**src/rtl/temp_calc_pkg.sv**
```systemverilog
// Shared FSM state type, default widths and a small helper for temp_calc_seq.
package temp_calc_pkg;

   localparam int REF_W_DEF  = 8;
   localparam int ADC_W_DEF  = 16;
   localparam int OUT_W_DEF  = 32;
   localparam int SHIFT_DEF  = 6;
   localparam int NUM_CH_DEF = 4;

   typedef enum logic [2:0] {
      IDLE,
      SQUARE,
      MULT,
      ACC,
      OUT
   } state_t;

   function automatic int max_int(input int a, input int b);
      return (a > b) ? a : b;
   endfunction

endpackage

```
**src/rtl/shift_add_mult.sv**
```systemverilog
// Iterative unsigned A x B multiplier, one bit of B per cycle.
// done is high during the cycle whose edge performs the final step; prod is valid after that edge.
module shift_add_mult #(
   parameter int A_W   = 31,
   parameter int B_W   = 15,
   parameter int CNT_W = 4
) (
   input  logic             clk,
   input  logic             rst_n,
   input  logic             start,
   input  logic [A_W-1:0]   a,
   input  logic [B_W-1:0]   b,
   input  logic [CNT_W-1:0] steps,
   output logic [A_W-1:0]   prod,
   output logic             done
);

   logic [A_W-1:0]   acc;
   logic [A_W-1:0]   a_sh;
   logic [B_W-1:0]   b_sh;
   logic [CNT_W-1:0] left;
   logic [A_W-1:0]   cur_a;
   logic [A_W-1:0]   cur_acc;
   logic [B_W-1:0]   cur_b;
   logic [CNT_W-1:0] rem;
   logic             active;

   // The start cycle already performs the first step straight from the operand inputs.
   always_comb begin
      cur_a   = start ? a : a_sh;
      cur_b   = start ? b : b_sh;
      cur_acc = start ? '0 : acc;
      rem     = start ? steps : left;
      active  = start || (left != '0);
      done    = active && (rem == CNT_W'(1));
   end

   always_ff @(posedge clk or negedge rst_n) begin
      if (!rst_n) begin
         acc  <= '0;
         a_sh <= '0;
         b_sh <= '0;
         left <= '0;
      end else if (active) begin
         acc  <= cur_acc + (cur_b[0] ? cur_a : '0);
         a_sh <= cur_a << 1;
         b_sh <= cur_b >> 1;
         left <= rem - CNT_W'(1);
      end
   end

   assign prod = acc;

endmodule

```
**src/rtl/temp_calc_seq.sv**
```systemverilog
// Multi-channel temperature calculator: out = base[ch] +/- ((ref^2 * |adc|) >> SHIFT).
// Optional signed saturation of the final add/sub is enabled by defining TEMP_CALC_SAT_EN.
module temp_calc_seq
   import temp_calc_pkg::*;
#(
   parameter int REF_W  = REF_W_DEF,
   parameter int ADC_W  = ADC_W_DEF,
   parameter int OUT_W  = OUT_W_DEF,
   parameter int SHIFT  = SHIFT_DEF,
   parameter int NUM_CH = NUM_CH_DEF,
   localparam int CH_W  = (NUM_CH > 1) ? $clog2(NUM_CH) : 1
) (
   input  logic             clk,
   input  logic             rst_n,
   input  logic             base_wr_en,
   input  logic [CH_W-1:0]  base_wr_ch,
   input  logic [OUT_W-1:0] base_wr_data,
   input  logic             in_valid,
   output logic             in_ready,
   input  logic [CH_W-1:0]  in_ch,
   input  logic [REF_W-1:0] in_ref,
   input  logic [ADC_W-1:0] in_adc,
   output logic             out_valid,
   input  logic             out_ready,
   output logic [CH_W-1:0]  out_ch,
   output logic [OUT_W-1:0] out_data,
   output state_t           fsm_state
);

   localparam int P_W   = 2 * REF_W + ADC_W - 1;
   localparam int B_W   = max_int(REF_W, ADC_W - 1);
   localparam int CNT_W = $clog2(B_W + 1);
   localparam logic [CH_W:0] NUM_CH_L = (CH_W + 1)'(NUM_CH);

   state_t           state;
   logic [OUT_W-1:0] base [NUM_CH];
   logic [OUT_W-1:0] base_sel;
   logic [CH_W-1:0]  ch_r;
   logic [REF_W-1:0] ref_r;
   logic [ADC_W-2:0] mag_r;
   logic             sign_r;
   logic [OUT_W-1:0] base_r;
   logic             first_r;
   logic             mul_start;
   logic             mul_done;
   logic [P_W-1:0]   mul_a;
   logic [B_W-1:0]   mul_b;
   logic [CNT_W-1:0] mul_steps;
   logic [P_W-1:0]   prod;
   logic [P_W-1:0]   shifted;
   logic [OUT_W-1:0] scaled;
   logic [OUT_W-1:0] res;

   assign fsm_state = state;

   always_ff @(posedge clk or negedge rst_n) begin
      if (!rst_n) begin
         for (int i = 0; i < NUM_CH; i++) base[i] <= '0;
      end else if (base_wr_en && ({1'b0, base_wr_ch} < NUM_CH_L)) begin
         base[base_wr_ch] <= base_wr_data;
      end
   end

   // Out-of-range channels still compute, against a zero base.
   assign base_sel = ({1'b0, in_ch} < NUM_CH_L) ? base[in_ch] : '0;

   // One multiplier serves both passes: ref*ref first, then sq*mag with sq fed back.
   always_comb begin
      mul_start = first_r && ((state == SQUARE) || (state == MULT));
      if (state == SQUARE) begin
         mul_a     = P_W'(ref_r);
         mul_b     = B_W'(ref_r);
         mul_steps = CNT_W'(REF_W);
      end else begin
         mul_a     = prod;
         mul_b     = B_W'(mag_r);
         mul_steps = CNT_W'(ADC_W - 1);
      end
   end

   shift_add_mult #(
      .A_W   (P_W),
      .B_W   (B_W),
      .CNT_W (CNT_W)
   ) u_mult (
      .clk   (clk),
      .rst_n (rst_n),
      .start (mul_start),
      .a     (mul_a),
      .b     (mul_b),
      .steps (mul_steps),
      .prod  (prod),
      .done  (mul_done)
   );

   assign shifted = prod >> SHIFT;
   assign scaled  = OUT_W'(shifted);

`ifdef TEMP_CALC_SAT_EN
   localparam logic signed [OUT_W+1:0] S_MAX = $signed({3'b000, {(OUT_W-1){1'b1}}});
   localparam logic signed [OUT_W+1:0] S_MIN = $signed({3'b111, {(OUT_W-1){1'b0}}});
   logic signed [OUT_W+1:0] wide;

   // Two guard bits make the signed add/sub exact before clamping.
   always_comb begin
      if (sign_r) wide = $signed({{2{base_r[OUT_W-1]}}, base_r}) - $signed({2'b00, scaled});
      else        wide = $signed({{2{base_r[OUT_W-1]}}, base_r}) + $signed({2'b00, scaled});
      if (wide > S_MAX)      res = {1'b0, {(OUT_W-1){1'b1}}};
      else if (wide < S_MIN) res = {1'b1, {(OUT_W-1){1'b0}}};
      else                   res = wide[OUT_W-1:0];
   end
`else
   assign res = sign_r ? (base_r - scaled) : (base_r + scaled);
`endif

   always_ff @(posedge clk or negedge rst_n) begin
      if (!rst_n) begin
         state     <= IDLE;
         in_ready  <= 1'b1;
         out_valid <= 1'b0;
         out_data  <= '0;
         out_ch    <= '0;
         ch_r      <= '0;
         ref_r     <= '0;
         mag_r     <= '0;
         sign_r    <= 1'b0;
         base_r    <= '0;
         first_r   <= 1'b0;
      end else begin
         first_r <= 1'b0;
         case (state)
            IDLE: begin
               if (in_valid) begin
                  ch_r     <= in_ch;
                  ref_r    <= in_ref;
                  mag_r    <= in_adc[ADC_W-2:0];
                  sign_r   <= in_adc[ADC_W-1];
                  base_r   <= base_sel;
                  in_ready <= 1'b0;
                  first_r  <= 1'b1;
                  state    <= SQUARE;
               end
            end
            SQUARE: begin
               if (mul_done) begin
                  first_r <= 1'b1;
                  state   <= MULT;
               end
            end
            MULT: begin
               if (mul_done) state <= ACC;
            end
            ACC: begin
               out_data  <= res;
               out_ch    <= ch_r;
               out_valid <= 1'b1;
               state     <= OUT;
            end
            OUT: begin
               if (out_ready) begin
                  out_valid <= 1'b0;
                  in_ready  <= 1'b1;
                  state     <= IDLE;
               end
            end
            default: state <= IDLE;
         endcase
      end
   end

endmodule
```
**config.mk**
```make
export PLATFORM = sky130hd
export DESIGN_NAME = temp_calc_seq
export DESIGN_NICKNAME = d
export VERILOG_FILES = /design/src/rtl/temp_calc_pkg.sv /design/src/rtl/shift_add_mult.sv /design/src/rtl/temp_calc_seq.sv
export SDC_FILE = /design/constraint.sdc
export NUM_CORES = 1
export LEC_CHECK = 0
export ABC_AREA = 1
export CAP_MARGIN = 20
export CORE_ASPECT_RATIO = 1.4
export CORE_UTILIZATION = 59
export CTS_CLUSTER_SIZE = 10
export DETAILED_ROUTE_END_ITERATION = 8
export DONT_BUFFER_PORTS = 1
export GPL_TIMING_DRIVEN = 0
export MAX_ROUTING_LAYER = met4
export PLACE_DENSITY = 0.8
export SYNTH_ARGS = -nofsm -noshare
export SYNTH_HDL_FRONTEND = slang
export SYNTH_SLANG_ARGS = --single-unit
```
**constraint.sdc**
```tcl
create_clock -name clk -period 3.7 [get_ports clk]
set_input_delay 0.74 -clock clk [delete_from_list [all_inputs] [get_ports clk]]
set_output_delay 0.74 -clock clk [all_outputs]
set_load 0.005 [all_outputs]
```
[Word level (Yosys, flattened, before mapping)]
Cells that the tools add are included.
Operators by class
  $add $sub $neg: 4
  multiply operators: 0
  div/mod/pow operators: 0
  $lt $le $gt $ge: 3
  equality and inequality tests: 9
  shift operators: 0
  muxes and demuxes: 28
  bitwise logic cells: 2
  reductions and logical operators: 13
Operators by type and width (count)
  bitwise mux 128 bit: 1
  two-way mux 32 bit: 4
  two-way mux 31 bit: 4
  binary-select mux 32 bit (select 2 bit): 1
  demux 32 bit (select 2 bit): 1
  adder 32 x 25 -> 32 bit: 1
  subtractor 32 x 25 -> 32 bit: 1
  adder 31 bit: 1
  two-way mux 15 bit: 2
  two-way mux 3 bit: 5
  case mux 3 bit (5 select lines): 1
  != test 2 bit (second input constant): 4
  equality test 3 x 2 -> 1 bit (second input constant): 2
  >= comparator 3 bit (second input constant): 2
  inverter 2 -> 3 bit: 2
  case mux 1 bit (2 select lines): 3
  two-way mux 1 bit: 5
  equality test 4 x 1 -> 1 bit (second input constant): 1
  two-way mux 4 bit: 1
  AND reduction 2 bit: 2
  AND reduction 4 bit: 1
  nonzero test 2 bit: 2
  nonzero test 4 bit: 1
  subtractor 4 x 1 -> 4 bit (second input constant): 1
  7 further kinds: 10
Word-level totals
  register bits after elaboration: 305
  bits in latches: 0
  memory bits (writable): 0
  memory bits (read-only): 0
  bits of input ports: 65
  memories kept: 0

[Longest topological paths before layout]
  depth in word-level cells: 8
  depth in mapped cells: 23
  gate-level depth less buffers: 23

[Cells and area by module]
Synthesis repeated with hierarchy kept, for this count alone.
Unflattened totals
  cell total of the unflattened synthesis: 2690
  area, all modules: 18524.0 µm²
Modules (own cells, without submodules)
  temp_calc_seq: instances 1, cells an instance 1759, area each 12489.5 µm², seq. area each 5656.7 µm²
  shift_add_mult: instances 1, cells an instance 931, area each 6034.5 µm², seq. area each 1976.9 µm²

[Worst setup path before layout]
OpenSTA, ideal clock, no wires.
  kind: register to register
  start: register state[2], in the netlist fsm_state[2]
  end: register u_mult.acc[28], in the netlist u_mult.prod[28]
  arrival time: 2.622 ns
  data required time: 3.583 ns
  slack: 0.961 ns
  stages on the path, launching flop included: 19
  path buffers: 3
  period minus slack after synthesis: 2.739 ns
  path through: dfrtp_1 inv_2 nand4_4 buf_4 buf_4 buf_2 nand2_1 inv_1 ha_1 fa_1 nand2_1 nand2_1 and2_1 nand3_1 nand3b_1 nand2_1 nand3_1 nand3_1 nand2_1
On the way
  word-level cells in the longest chain between the ends: 6
  elaborated cells between the ends (all ways): 12
Ends and longest elaborated chain
  start: declaration: RTL line temp_calc_seq.sv:35  | state_t state;
  start signal: assignment: RTL line temp_calc_seq.sv:118  | state <= IDLE;
  start signal: assignment: RTL line temp_calc_seq.sv:141  | state <= SQUARE;
  start signal: assignment: RTL line temp_calc_seq.sv:147  | state <= MULT;
  equality test 3 x 1 -> 1 bit / equality test 3 x 2 -> 1 bit (equally long branches): RTL line temp_calc_seq.sv:69, temp_calc_seq.sv:70
  logical OR 1 bit: RTL line temp_calc_seq.sv:69  | mul_start = first_r && ((state == SQUARE) || (state == MULT));
  logical AND 1 bit: RTL line temp_calc_seq.sv:69
  two-way mux 31 bit / two-way mux 15 bit (equally long branches): RTL line shift_add_mult.sv:30, shift_add_mult.sv:31
  two-way mux 31 bit: RTL line shift_add_mult.sv:45  | acc <= cur_acc + (cur_b[0] ? cur_a : '0);
  adder 31 bit: RTL line shift_add_mult.sv:45
  end signal: assignment: RTL line shift_add_mult.sv:45
  end: declaration: RTL line shift_add_mult.sv:18  | logic [A_W-1:0] acc;
Several ways; a longest one is shown, not always the timed one.
A chain may end at the register's enable or synchronous reset.

[Final worst setup path]
  start: register state[2], in the netlist fsm_state[2]
  end: register u_mult.acc[12], in the netlist u_mult.prod[12]
The elaborated chain is that of the path after synthesis.

==> impl_results.rst <==
.. list-table::
   :header-rows: 1

   * - Metric
     - Value
   * - Run status
     - finished, violations left
   * - Violations in the final reports
     - hold timing
   * - Internal Power
     - 9.16 mW
   * - Boundary pin count
     - 104
   * - Area of the placeable core
     - 0.0302 mm²
   * - Final-report setup violation count
     - 0
   * - Starting density of the core
     - 60.3%
   * - Drt wl/cell
     - 18.6 µm
   * - Number of global-route vias before repair
     - 16,975
   * - Area of the mapped netlist
     - 0.0182 mm²
   * - Max-Cap Viols
     - 0
   * - Average vias per placed instance
     - 5.69
   * - Critical path capture point type
     - flop
   * - Gate count after technology mapping
     - 2,608
   * - Clock Pin Slew Worst Setup and Hold Paths
     - 60 ps
   * - Final antenna-violating net count
     - 0
   * - Area of the die
     - 0.0316 mm²
   * - Top-count cell post-synth
     - sky130_fd_sc_hd__nand2_1
   * - Die height
     - 210 µm
   * - Die Wd
     - 151 µm
   * - Slew at the pin with the worst max-slew slack
     - 710 ps
   * - RePlAce Congestion
     - 1.04
   * - Async set or reset register ratio after synthesis
     - 100%
   * - Overall global routing resource usage
     - 37.9%
   * - Gate power share
     - 52.3%
   * - Flop and latch count out of synthesis
     - 305
   * - Number of flops mapped to enable cells by yosys
     - 0
   * - Largest vdd supply drop
     - 0.461 mV
   * - Setup repair after global routing missed its margin
     - no
   * - FF-to-FF Start
     - fsm_state[2]$_DFFE_PN0P_
   * - Number of antenna violations at the first check in global routing
     - 0
   * - Endpoint of the lowest-slack register-to-register path
     - u_mult.prod[12]$_DFFE_PN0P_
   * - Clock power share
     - 18.1%
   * - Leading area contributor after synthesis
     - sky130_fd_sc_hd__dfrtp_1
   * - Leakage Power
     - 10.5 nW
   * - Max-slew headroom
     - 52.4%
   * - Tightest Hold Check Type
     - in2async
   * - Highest achievable clock rate
     - 0.283 GHz
   * - Ratio of final minimum period to clock period
     - 95.6%
   * - List of most frequent post-synthesis cells
     - sky130_fd_sc_hd__nand2_1 (879), sky130_fd_sc_hd__inv_1 (346), sky130_fd_sc_hd__dfrtp_1 (304), sky130_fd_sc_hd__o21ai_0 (297), sky130_fd_sc_hd__nor2_1 (250)
   * - Std cell rows
     - 75
   * - Ratio of cells with drive above 1 in the final layout
     - 3.95%
   * - Mapped Nets
     - 2,739
   * - Number of DRC violations after detailed routing
     - 0
   * - Final Slew Violations
     - 0
   * - Shortest period the worst path allows
     - 3540 ps
   * - Final routed wirelength across all metal layers
     - 56.5 mm
   * - Drt first-iter violations
     - 1,286
   * - Synthesis-to-layout area growth
     - 8.30%
   * - Clk Latency, worst-skew pair
     - 530 ps
   * - Count of different cell masters after synthesis
     - 42
   * - Deepest level of the CTS H-tree
     - 2
   * - PD cells
     - 881 mW/mm²
   * - Sequential fraction of the synthesis area
     - 41.9%
   * - Depth of the worst register-to-register path
     - 16
   * - Count of input and output buffers
     - 0
   * - Sequential Power Share
     - 29.5%
   * - Cell types with the largest area share after synthesis
     - sky130_fd_sc_hd__dfrtp_1 (42%), sky130_fd_sc_hd__nand2_1 (18%), sky130_fd_sc_hd__o21ai_0 (8.2%)
   * - Pin count of the biggest net entering global routing
     - 306
   * - Post-synth top area share
     - 41.7%
   * - Max Fanout on Critical Path
     - 10
   * - Final count of hold timing violations
     - 173
   * - Data arrival time of the critical path
     - 3910 ps
   * - Clock buffers created by TritonCTS
     - 36
   * - Via count
     - 17,312
   * - Sw power
     - 8.21 mW
   * - Type of element launching the critical path
     - flop
   * - TritonCTS clock tree
     - done
   * - HPWL reported at the end of detailed placement
     - 43.3 mm
   * - Number of detailed-route iterations in the first pass
     - 6
   * - Register-to-Register Setup Slack
     - 160 ps
   * - Wire length of the first global-routing pass
     - 88.7 mm
   * - Final worst hold slack
     - -95.0 ps
   * - Crit path required time
     - 4070 ps
   * - CTS max path bufs
     - 3
   * - Mean cell area of the mapped netlist
     - 6.99 µm²
   * - Leftover overflow at the end of global routing
     - 0
   * - Cell at the root of the clock tree
     - sky130_fd_sc_hd__clkbuf_16
   * - Number of nets at the end of the flow
     - 2,777
   * - Setup skew after layout
     - 16.1 ps
   * - Start-to-end type of the worst setup path
     - reg2reg
   * - Dominant synthesized flop cell
     - sky130_fd_sc_hd__dfrtp_1
   * - Number of warning messages in the yosys log
     - 0
   * - Number of clock sinks
     - 305
   * - Switching part of the total
     - 47.3%
   * - Sum Neg Setup Slack
     - 0 ps
what timing repair did:
action                                 CTS  global route
setup endpoints to repair                0            15
endpoints found under the hold margin  304           304
gates resized for setup                  0            12
buffers inserted                         0             0
worst max-delay path by stage:
stage	from	end	slack [ps]	depth (start not counted)
after global routing	fsm_state[2]$_DFFE_PN0P_	u_mult.prod[28]$_DFFE_PN0P_	1	19
after CTS	u_mult.prod[6]$_DFFE_PN0P_	out_data[23]$_DFFE_PN0P_	50	18
final	fsm_state[2]$_DFFE_PN0P_	u_mult.prod[12]$_DFFE_PN0P_	160	16
after floorplan	fsm_state[2]$_DFFE_PN0P_	u_mult.prod[28]$_DFFE_PN0P_	960	18
after global placement	u_mult.prod[6]$_DFFE_PN0P_	out_data[23]$_DFFE_PN0P_	130	19
after detailed placement	u_mult.prod[6]$_DFFE_PN0P_	out_data[23]$_DFFE_PN0P_	90	18
flip-flops by register name (all words and copies together) (netlist names):
register	flops
fsm_state	3
out_valid	1
out_data	32
ref_r	8
base_r	32
first_r	1
ch_r	2
out_ch	2
base	128
u_mult.left	4
sign_r	1
in_ready	1
u_mult.prod	31
u_mult.a_sh	30
mag_r	15
u_mult.b_sh	14
kinds of logic (layout without fill, tap and decap cells):
logic type      count (synthesis)  count (layout)  synth area share, %
other cells                     0               1                    0
xor+xnor                       47              47                 2.26
simple gates                 1272            1272                 27.8
fa+ha+maj                      66              66                 4.61
buf+inv                       456             504                 9.85
compound gates                462             462                 13.6
flops                         305             305                 41.9
layout by cell type, fill, tap and decap left out, drive strengths merged:
cell and n:
nand2 881, inv 357, o21ai 308, dfrtp 304, nor2 250, clkbuf 112, nand3 93, a21oi 65
ha 64, o22ai 56, buf 32, xor2 25, xnor2 22, nand3b 14, nand4 12, o21bai 11
nor3 11, a31oi 10, or2 6, a22oi 5, a21o 5, and2 4, fa 2, clkinv 2
diode 1, o211ai 1, nor4 1, o31ai 1, bufinv 1, dfstp 1
per-stage QoR:
stage | std cells | instance area [µm²] | power (mW) | util [%] | worst slack, ps
finish | 3042 | 19700 | 17.4 | 65.3 | 163
global route | 3041 | 19700 | 18.6 | 65.3 | 0.968
CTS | 3041 | 19700 | 17.2 | 65.2 | 54.3
detailed placement | 2993 | 18700 | 14.0 | 61.9 | 85.5
global placement | 2993 | 18700 | 13.8 | 61.9 | 128
floorplan | 2608 | 18200 | 11.3 | - | 961
layout make-up:
type,instances,area [µm²]
clock inverters,3,55.1
diodes,1,2.50
multi-input cells,1847,8820
plain buffers,99,458
clock buffers,45,935
well taps,385,482
flip-flops and latches,305,7640
inverters,357,1340
fillers,2786,10500
worst max-delay path, stage by stage (launching register included):
cell and delay, ps:
sky130_fd_sc_hd__dfrtp_1 500, sky130_fd_sc_hd__inv_4 170, sky130_fd_sc_hd__nand4_4 170, sky130_fd_sc_hd__buf_4 220, sky130_fd_sc_hd__buf_4 180, sky130_fd_sc_hd__buf_2 220, sky130_fd_sc_hd__nand2_1 90, sky130_fd_sc_hd__inv_1 40
sky130_fd_sc_hd__ha_1 210, sky130_fd_sc_hd__fa_1 390, sky130_fd_sc_hd__nand2_1 120, sky130_fd_sc_hd__nand2_1 80, sky130_fd_sc_hd__and2_1 180, sky130_fd_sc_hd__nand3_1 80, sky130_fd_sc_hd__nand3b_1 270, sky130_fd_sc_hd__xnor2_1 320
sky130_fd_sc_hd__o21ai_0 140
power groups by stage:
stage / Clock (mW) / Sequential, mW / Combinational (mW)
after floorplan: 0 / 4.85 / 6.50
after global placement: 0 / 5.11 / 8.72
after detailed placement: 0 / 5.14 / 8.89
after CTS: 3.17 / 5.10 / 8.97
after global routing: 3.30 / 5.21 / 10.1
final: 3.15 / 5.13 / 9.09
metal layers:
| layer | up-vias | track usage [%] | routed length (µm) |
|---|---|---|---|
| met5 | - | - | 0 |
| met4 | 0 | 22.8 | 3600 |
| met3 | 194 | 5.67 | 3120 |
| met2 | 601 | 65.7 | 29400 |
| met1 | 8236 | 40.4 | 20400 |
| li1 | 8281 | - | - |
(Power assumes the default switching activity.)
